===== config.mk =====
export PLATFORM = sky130hd
export DESIGN_NAME = pipe_stall_ctrl
export DESIGN_NICKNAME = d
export VERILOG_FILES = /design/src/rtl/pipe_stall_ctrl.sv
export SDC_FILE = /design/constraint.sdc
export NUM_CORES = 1
export LEC_CHECK = 0
export BUFFER_PORTS_ARGS = -buffer_cell sky130_fd_sc_hd__buf_2
export CAP_MARGIN = 20
export CORE_MARGIN = 2
export CORE_UTILIZATION = 46
export CTS_CLUSTER_DIAMETER = 100
export DETAILED_ROUTE_END_ITERATION = 8
export PLACE_DENSITY = 0.89
export SYNTH_ARGS = -nofsm -noshare
export SYNTH_HDL_FRONTEND = slang
export SYNTH_SLANG_ARGS = --single-unit

===== constraint.sdc =====
create_clock -name clk_i -period 2.2 [get_ports clk_i]
set_clock_uncertainty 0.15 [all_clocks]
set_input_delay 0.44 -clock clk_i [delete_from_list [all_inputs] [get_ports clk_i]]
set_output_delay 0.44 -clock clk_i [all_outputs]
set_load 0.02 [all_outputs]

===== src/rtl/pipe_stall_ctrl.sv =====
// Stall/flush controller: combinational keep_*/flush_* (zero latency) from FSM state RUN/MEM_WAIT and hazard inputs.
// No handshake; memory waits hold every stage until mem_ready_i. Optional forced release: `define MEM_TIMEOUT_EN.
module pipe_stall_ctrl #(
   parameter int R_WIDTH = 5,
   parameter int WAIT_W  = 4,
   parameter int TIMEOUT = 15
) (
   input  logic               clk_i,
   input  logic               rst_i,
   input  logic [R_WIDTH-1:0] if_id_rs_i,
   input  logic [R_WIDTH-1:0] if_id_rt_i,
   input  logic               id_ex_mem_read_i,
   input  logic [R_WIDTH-1:0] id_ex_rt_i,
   input  logic               mem_req_i,
   input  logic               mem_ready_i,
   input  logic               branch_taken_i,
   output logic               keep_pc_o,
   output logic               keep_if_id_o,
   output logic               keep_id_ex_o,
   output logic               keep_ex_mem_o,
   output logic               keep_mem_wb_o,
   output logic               flush_id_ex_o,
   output logic               flush_if_id_o,
   output logic [15:0]        stall_cnt_o,
   output logic               mem_err_o
);

   typedef enum logic {S_RUN = 1'b0, S_MEM_WAIT = 1'b1} state_t;

   localparam logic [WAIT_W-1:0] L_TIMEOUT_CNT = WAIT_W'(TIMEOUT - 1);

   state_t            r_state;
   state_t            w_state_nxt;
   logic [WAIT_W-1:0] r_wait_cnt;
   logic [15:0]       r_stall_cnt;

   logic w_mem_stall;
   logic w_load_use;
   logic w_cnt_at_limit;
   logic w_timeout;
   logic w_release;
   logic w_hold_all;

   assign w_mem_stall    = mem_req_i && !mem_ready_i;
   assign w_load_use     = id_ex_mem_read_i && (id_ex_rt_i != '0) &&
                           ((id_ex_rt_i == if_id_rs_i) || (id_ex_rt_i == if_id_rt_i));
   assign w_cnt_at_limit = (r_wait_cnt == L_TIMEOUT_CNT);

`ifdef MEM_TIMEOUT_EN
   assign w_timeout = (r_state == S_MEM_WAIT) && w_cnt_at_limit && !mem_ready_i;
`else
   assign w_timeout = 1'b0;
   logic w_unused_timeout;
   assign w_unused_timeout = w_cnt_at_limit;
`endif

   // A release cycle drops the memory hold but still honours load-use and branch.
   assign w_release  = (r_state == S_MEM_WAIT) && (mem_ready_i || w_timeout);
   assign w_hold_all = (r_state == S_RUN) ? w_mem_stall : !w_release;

   always_ff @(posedge clk_i) begin
      if (rst_i) begin
         r_state <= S_RUN;
      end else begin
         r_state <= w_state_nxt;
      end
   end

   always_comb begin
      w_state_nxt = r_state;
      case (r_state)
         S_RUN:      if (w_mem_stall) w_state_nxt = S_MEM_WAIT;
         S_MEM_WAIT: if (w_release)   w_state_nxt = S_RUN;
         default:    w_state_nxt = S_RUN;
      endcase
   end

   always_comb begin
      keep_pc_o     = 1'b0;
      keep_if_id_o  = 1'b0;
      keep_id_ex_o  = 1'b0;
      keep_ex_mem_o = 1'b0;
      keep_mem_wb_o = 1'b0;
      flush_id_ex_o = 1'b0;
      flush_if_id_o = 1'b0;
      if (!rst_i) begin
         if (w_hold_all) begin
            keep_pc_o     = 1'b1;
            keep_if_id_o  = 1'b1;
            keep_id_ex_o  = 1'b1;
            keep_ex_mem_o = 1'b1;
            keep_mem_wb_o = 1'b1;
         end else if (w_load_use) begin
            keep_pc_o     = 1'b1;
            keep_if_id_o  = 1'b1;
            flush_id_ex_o = 1'b1;
         end else if (branch_taken_i) begin
            flush_if_id_o = 1'b1;
         end
      end
   end

   // Held at zero in RUN so each wait starts counting from 0.
   always_ff @(posedge clk_i) begin
      if (rst_i || r_state == S_RUN) begin
         r_wait_cnt <= '0;
      end else begin
         r_wait_cnt <= r_wait_cnt + 1'b1;
      end
   end

   // keep_pc_o is asserted by every stall kind, so it marks a stalled cycle.
   always_ff @(posedge clk_i) begin
      if (rst_i) begin
         r_stall_cnt <= '0;
      end else if (keep_pc_o && r_stall_cnt != 16'hFFFF) begin
         r_stall_cnt <= r_stall_cnt + 16'd1;
      end
   end

   assign stall_cnt_o = r_stall_cnt;

`ifdef MEM_TIMEOUT_EN
   logic r_mem_err;
   always_ff @(posedge clk_i) begin
      if (rst_i) begin
         r_mem_err <= 1'b0;
      end else if (w_timeout) begin
         r_mem_err <= 1'b1;
      end
   end
   assign mem_err_o = r_mem_err;
`else
   assign mem_err_o = 1'b0;
`endif

endmodule


# Yosys cells after proc, flatten, opt, wreduce, memory -nomap -nowiden
# Cells that the tools add are included.
[op_classes]
eq_ne = 3
n_addsub = 1
mux = 15
mul = 0
n_bitwise = 1
reduce_logical = 9
div = 0
n_shift = 0
n_lt_le_gt_ge = 0
[op_table]
columns = ["operator", "n"]
rows = [
  ["$add A16 B1 Y16 const B", 1],
  ["$ne A16 B16 Y1 const B", 1],
  ["$mux W1", 14],
  ["$eq A5 B5 Y1", 2],
  ["$logic_and A1 B1 Y1", 5],
  ["$reduce_bool A5 Y1", 1],
  ["$logic_not A1 Y1", 2],
  ["$pmux W1 S2", 1],
  ["$logic_or A1 B1 Y1", 1],
  ["$not A1 Y1", 1],
]
[word_totals]
output_inout_bits = 24
memories = 0
latch_bits = 0
wordCells = 31
inputBits = 21
ram_bits = 0
ff_bits = 17
romBits = 0

# Longest topological paths before layout
# Gate-level depths: netlist of the first run.
[logic_depth]
ltp_word = 7
mapped_depth = 9
ltp_nobuf = 7

# Worst setup path after synthesis of the first run
# OpenSTA, ideal clock, no wires.
[synth_path]
path_type = "input to output"
start = "in id_ex_rt_i[4]"
end = "out keep_pc_o"
path_buffers = 1
t_arrival_ps = 1795
cell_stages = 6
path_slack_ps = -185
required_ps = 1610
path_cell_list = "xnor2_1 > nand3_1 > o22ai_1 > nand2b_1 > o21ai_0 > buf_4"
[synth_between]
elab_chain_len = 6
word_cells_on_any_way = 9
classes_between = "eq/ne: 2; mux: 3; reduce/logical: 4"
[synth_rtl]
columns = ["item", "line", "rtl"]
rows = [
  ["from (decl)", "13", "input logic [R_WIDTH-1:0] id_ex_rt_i,"],
  ["$eq A5 B5 Y1 / $reduce_bool A5 Y1 (equally long branches)", "46, 45", ""],
  ["$logic_or A1 B1 Y1 / $logic_and A1 B1 Y1 (equally long branches)", "46, 45", ""],
  ["$logic_and A1 B1 Y1 (*)", "45", "assign w_load_use = id_ex_mem_read_i && (id_ex_rt_i != '0) &&"],
  ["$mux W1 (*) (3 in series)", "--", ""],
  ["to (decl)", "17", "output logic keep_pc_o,"],
]
# Mark *: on every way between the ends. The rest lies on a longest branch, timed or not.

# Worst setup path after layout of the first run
[layout_path]
start = "in id_ex_rt_i[4]"
end = "out flush_if_id_o"
[layout_between]
elab_chain_len = 6
word_cells_on_any_way = 9
classes_between = "eq/ne: 2; mux: 3; reduce/logical: 4"
[layout_rtl]
columns = ["item", "line", "rtl"]
rows = [
  ["$eq A5 B5 Y1 / $reduce_bool A5 Y1 (equally long branches)", "46, 45", ""],
  ["$logic_or A1 B1 Y1 / $logic_and A1 B1 Y1 (equally long branches)", "46, 45", ""],
  ["$logic_and A1 B1 Y1 (*)", "45", ""],
  ["$mux W1 (*)", "93", "end else if (w_load_use) begin"],
  ["$mux W1 (*)", "87", "if (w_hold_all) begin"],
  ["$mux W1 (*)", "86", "if (!rst_i) begin"],
  ["to (decl)", "23", "output logic flush_if_id_o,"],
]
# Marks and branches as above.

==> impl_metrics.yaml, run 1 <==
timing:
  worst_slack_ns: -0.102
  fmax_mhz: 434
  fin_crit_sh_pct: 105
  setup_viol: 8
  finalHoldViolations: 0
  fin_crit_ns: 2.30
  rsz0062_at_grt: "true"
  fin_hold_ws_ns: 0.370
  slew_violations: 0
floorplan:
  die_w_um: 50.6
  dieArea_mm2: 0.00256
  pin_count: 45
  initial_core_util_pct: 50.0
  die_h_um: 50.6
  design.core.area_mm2: 0.00200
  rows: 16
pwr:
  switching_share_pct: 29.2
  comb_power_share_pct: 24.7
  p_int_uw: 459
  p_clk_share_pct: 26.8
  switchingPower_uw: 189
  power_frac_seq_pct: 48.5
  p_leak_nw: 0.674
  pwr_density_cell_mw_per_mm2: 415
  ir_drop_mv: 0.357
run_status:
  violations: "negative setup slack"
  status: "finished, violations left"
cells_and_area:
  diodes: 0
  drive_above_1_share_pct: 47.5
  syn_to_final_growth_pct: 56.1
  fillers: 128
  layout.nets: 206
yosys:
  seq_area_frac_synth_pct: 34.0
  yosys_warnings: 0
  synth_seq_cells: 17
  synth_cell_types: 32
  netlist_area_mm2: 0.00100
  synth_nets: 147
  synthArstFlopShare_pct: 0
  avgSynthCellArea_um2: 8.01
  synth_ff_type: "dfxtp_1"
  netlist_instances: 125
  synth-edff-count: 0
worst_setup_path:
  path_cells: "buf_8, or4_4, o21ai_4, nand2b_4, and4_1, buf_6"
  cp_num_buf_inv: 2
  cp_top_family: "simple AND/OR/NAND/NOR gates"
  r2r_slack_ns: 0.03
  crit_path_max_incr_delay_ns: 0.54
  crit_slowest_cell: "or4_4"
  crit_fanout: 3
  crit_path_start_kind: "input pin"
  critical_path_required_ns: 1.61
  arrival_ns: 1.71
  setup.worst_path.end_class: "output port"
  worst-setup-path-type: "in -> out"
clock_network:
  clock-root-buffer: "clkbuf_4"
  cts_buffers: 3
  cts.sinks: 17
  htree_levels: 1
  cts_tree: "yes"
  max-clock-path-buffers: 2
  path_clk_slew_ns: 0.11
  clock_latency_ns: 0.30
place:
  port_buffers: 43
  hpwl_mm: 2.06
  dp_slack_ns: -0.165
  place.gp.congestion: 0.744
routing:
  vias_per_cell: 5.77
  wire_per_inst_um: 16.5
  drc: 0
  drtAntennaViolNets: 0
  dr.pass1.iters: 4
  detailroute.via_count: 1212
  drt_iter0_markers: 36
  wirelength_mm: 3.46
global_route:
  grt_max_degree: 19
  antenna_found_initial: 0
  grt_pass1_wl_mm: 4.74
  track_usage_pct: 24.6
  first_global_vias: 1059
  grt-ovfl-total: 0
flow_run:
  max_cap_violations: 0
hold_path:
  hp-class: "reg -> reg"
[cell usage after synthesis, drive strengths merged, types with 2 or more instances]
library cell  instances  area share (%)
dfxtp                17              34
o21ai                14             7.0
a21oi                13             6.9
or3                  12             7.5
xnor2                10             8.7
buf                   7             5.4
nand2                 7             2.6
nand3                 7             3.5
nor2                  6             2.2
inv                   5             1.9
nand4                 5             3.1
and4                  3             2.6
clkbuf                2            0.75
nor3                  2             1.5
o311ai                2             1.8
o41ai                 2             1.8
[flip-flops by register name (all words and copies together) (netlist names)]
signal       cells
stall_cnt_o     16
r_state          1
[timing repair]
action | 4_1_cts | 5_1_grt
resized for setup | 19 | 20
hold buffers | 0 | 0
endpoints found under the setup margin | 5 | 20
pin swaps | 4 | 14
buffers inserted | 4 | 6
gates cloned | 0 | 1
[layout make-up]
class / instances / area, um2 / area share [%]
clock buffers: 3 / 22.5 / 1.44
clock inverters: 1 / 5.00 / 0.320
repair buffers: 63 / 448 / 28.7
well taps: 27 / 33.8 / 2.16
multi-input cells: 94 / 693 / 44.4
flip-flops and latches: 17 / 342 / 21.9
inverters: 5 / 18.8 / 1.20
[cells in the final DEF, fill, tap and decap left out, types with 3 or more instances in the layout]
cell and n:
buf_6 8, nand4_1 5, or3_1 10, nand2_1 6, o21ai_1 7, inv_1 5, clkbuf_4 3, nand3_1 7
buf_4 15, and4_1 3, a21oi_2 3, a21oi_1 9, o21ai_0 5, nor2_1 6, dfxtp_1 16, xnor2_1 8
buf_2 37
[power by group through the flow]
stage	Sequential, mW	Combinational [mW]	Clock (mW)
finish	0.314	0.160	0.174
global placement	0.320	0.105	0
CTS	0.313	0.134	0.179
detailed placement	0.320	0.112	0
global route	0.315	0.169	0.199
floorplan	0.322	0.0646	0
[worst paths after layout]
| path | from | to | cells past startpoint |
|---|---|---|---|
| setup reg to reg | stall_cnt_o[1] | stall_cnt_o[9] | 8 |
| hold / removal | stall_cnt_o[6] | stall_cnt_o[6] | 1 |
| setup / recovery | id_ex_rt_i[4] | flush_if_id_o | 6 |
| hold reg to reg | stall_cnt_o[6] | stall_cnt_o[6] | 1 |
[metrics by stage]
step           util, %  setup TNS (ns)  instances  instance area [um2]  power, mW
2_1_floorplan        -               0        125                 1000      0.387
3_3_place_gp      63.6          -0.992        195                 1270      0.425
3_5_place_dp      63.6           -1.92        195                 1270      0.432
4_1_cts           70.5          -0.292        203                 1410      0.626
5_1_grt           78.1           -1.21        210                 1560      0.682
6_report          78.1          -0.394        210                 1560      0.648
[logic make-up (layout without fill, tap and decap cells)]
kind of cell,after synthesis,in the layout,share of synthesized area [%]
AO/OA/AOI/OAI,35,35,20.6
XOR/XNOR,11,11,9.62
other,1,1,0.375
adder cells (fa/ha/maj),1,1,1.25
multiplexers,1,1,1.00
buffers and inverters,14,72,8.00
flip-flops,17,17,34.0
AND/OR/NAND/NOR,45,45,25.1
[routing by layer]
metal / track usage (%) / vias to the layer above / share of wire [%]
met2: 42.3 / 55 / 50
li1: - / 577 / -
met1: 30.8 / 572 / 43
met4: 9.46 / 0 / 2.3
met3: 3.57 / 8 / 4.9
met5: 0 / - / 0
(Power assumes the default switching activity.)
==> inputs of run 2 (changes only) <==
==> constraint.sdc (replaced) <==
create_clock -name clk_i -period 2.2 [get_ports clk_i]
set_clock_uncertainty 0.15 [all_clocks]
set_input_delay 0.22 -clock clk_i [delete_from_list [all_inputs] [get_ports clk_i]]
set_output_delay 0.22 -clock clk_i [all_outputs]
set_load 0.02 [all_outputs]
==> impl_metrics.yaml, run 2 (synthesis results as in run 1) <==
pwr:
  power_frac_seq_pct: 53.2
  p_int_uw: 424
  switchingPower_uw: 165
  switching_share_pct: 28.0
  p_total_uw: 589
  ir_drop_mv: 0.338
  pwr_density_cell_mw_per_mm2: 467
  p_clk_share_pct: 29.4
  p_leak_nw: 0.539
  comb_power_share_pct: 17.4
worst_setup_path:
  r2r_slack_ns: 0.14
  reg2reg_depth: 8
  setup.worst_path.end_class: "register"
  crit_path_max_incr_delay_ns: 0.35
  worstSetupStartpoint: "stall_cnt_o[0]"
  path_cells: "ha_1, nand2_2, nor3_4, a311oi_2, a21oi_2, buf_12, or3_1, a21oi_1"
  path_depth: 8
  crit_path_start_kind: "register"
  critical_path_required_ns: 2.28
  crit_path_end: "stall_cnt_o[8]"
  arrival_ns: 2.14
  r2r-start: "stall_cnt_o[0]"
  worst-setup-path-type: "reg -> reg"
  crit_fanout: 29
  cp_num_buf_inv: 1
  r2r-end: "stall_cnt_o[8]"
  crit_slowest_cell: "dfxtp_2"
  cp_top_family: "simple AND/OR/NAND/NOR gates"
routing:
  detailroute.via_count: 1093
  wirelength_mm: 2.62
  dr.pass1.iters: 4
  drt_iter0_markers: 29
  drc: 0
  wire_per_inst_um: 13.6
  drtAntennaViolNets: 0
  vias_per_cell: 5.69
global_route:
  grt_max_degree: 30
  track_usage_pct: 21.8
  first_global_vias: 1032
  grt-ovfl-total: 0
  antenna_found_initial: 0
  grt_pass1_wl_mm: 4.38
clock_network:
  clock_latency_ns: 0.30
  cts_buffers: 3
  htree_levels: 1
  ctsResizeCount: 1
  path_clk_slew_ns: 0.11
  max-clock-path-buffers: 2
  cts.sinks: 17
  clock-root-buffer: "clkbuf_4"
  cts_tree: "yes"
  post_cts_buffers: 0
  cts_hold_buffers: 0
hold_path:
  min_from: "mem_ready_i"
  hp-class: "in -> reg"
cells_and_area:
  largest_reg_flops: 16
  layout_commonest_cell: "buf_2"
  fin_area_mm2: 0.00126
  final_cell_mix: "43 x buf_2, 16 x dfxtp_1, 12 x or3_1, 12 x a21oi_1, 10 x xnor2_1"
  syn_to_final_growth_pct: 25.9
  drive_above_1_share_pct: 33.3
  diodes: 0
  final_cells: 192
  layout.nets: 188
  fillers: 190
timing:
  slew_violations: 0
  fmax_mhz: 486
  fin_hold_ws_ns: 0.132
  fin_crit_sh_pct: 93.5
  fin_crit_ns: 2.06
  setup_tns_ns: 0
  setup_viol: 0
  finalHoldViolations: 0
  rsz0062_at_grt: "false"
run_status:
  status: "finished, final reports clean"
floorplan:
  design.core.area_mm2: 0.00200
  dieArea_mm2: 0.00256
  die_w_um: 50.6
  die_h_um: 50.6
  pin_count: 45
  rows: 16
  initial_core_util_pct: 50.0
place:
  place_area_mm2: 0.00122
  hpwl_mm: 2.00
  port_buffers: 43
  dpl.cell_count: 188
  place.gp.congestion: 0.771
flow_run:
  max_cap_violations: 0
==> run 2: layout make-up <==
type                    instances  area (um2)  share of cell area [%]
clock buffers                   3        22.5                    1.79
repair buffers                 45         243                    19.3
multi-input cells              94         596                    47.3
clock inverters                 1        5.00                   0.397
well taps                      27        33.8                    2.68
flip-flops and latches         17         342                    27.1
inverters                       5        18.8                    1.49
==> run 2: worst min path at each step <==
stage          depth (start not counted)  slack [ns]             end
6_report                               3        0.13         r_state
5_1_grt                                3        0.14         r_state
4_1_cts                                3        0.13         r_state
3_5_place_dp                           2        0.37  stall_cnt_o[5]
3_3_place_gp                           1        0.33  stall_cnt_o[6]
2_1_floorplan                          2        0.28         r_state
==> run 2: through the flow <==
| stage | setup slack (ns) | util [%] |
|---|---|---|
| final | 0.142 | 62.9 |
| after floorplan | 0.0906 | - |
| after global routing | 0.0404 | 62.9 |
| after global placement | 0.165 | 60.8 |
| after CTS | 0.0633 | 62.4 |
| after detailed placement | 0.0594 | 60.8 |
==> run 2: routing by layer <==
metal / vias up / wire (um) / GRT usage [%]
met2: 39 / 1370 / 39.0
li1: 537 / - / -
met3: 6 / 141 / 3.87
met4: 0 / 40 / 9.01
met5: - / 0 / 0
met1: 511 / 1070 / 25.4
==> run 2: power by group through the flow <==
stage	Combinational (mW)	Clock (mW)	Sequential [mW]
after detailed placement	0.101	0	0.320
after floorplan	0.0637	0	0.322
after global routing	0.111	0.189	0.314
final	0.103	0.173	0.313
after CTS	0.102	0.172	0.313
after global placement	0.0962	0	0.320
==> run 2: worst min-delay path, cell delays in order <==
cell and delay, ns:
buf_2 0.08, or3_1 0.18, inv_1 0.05
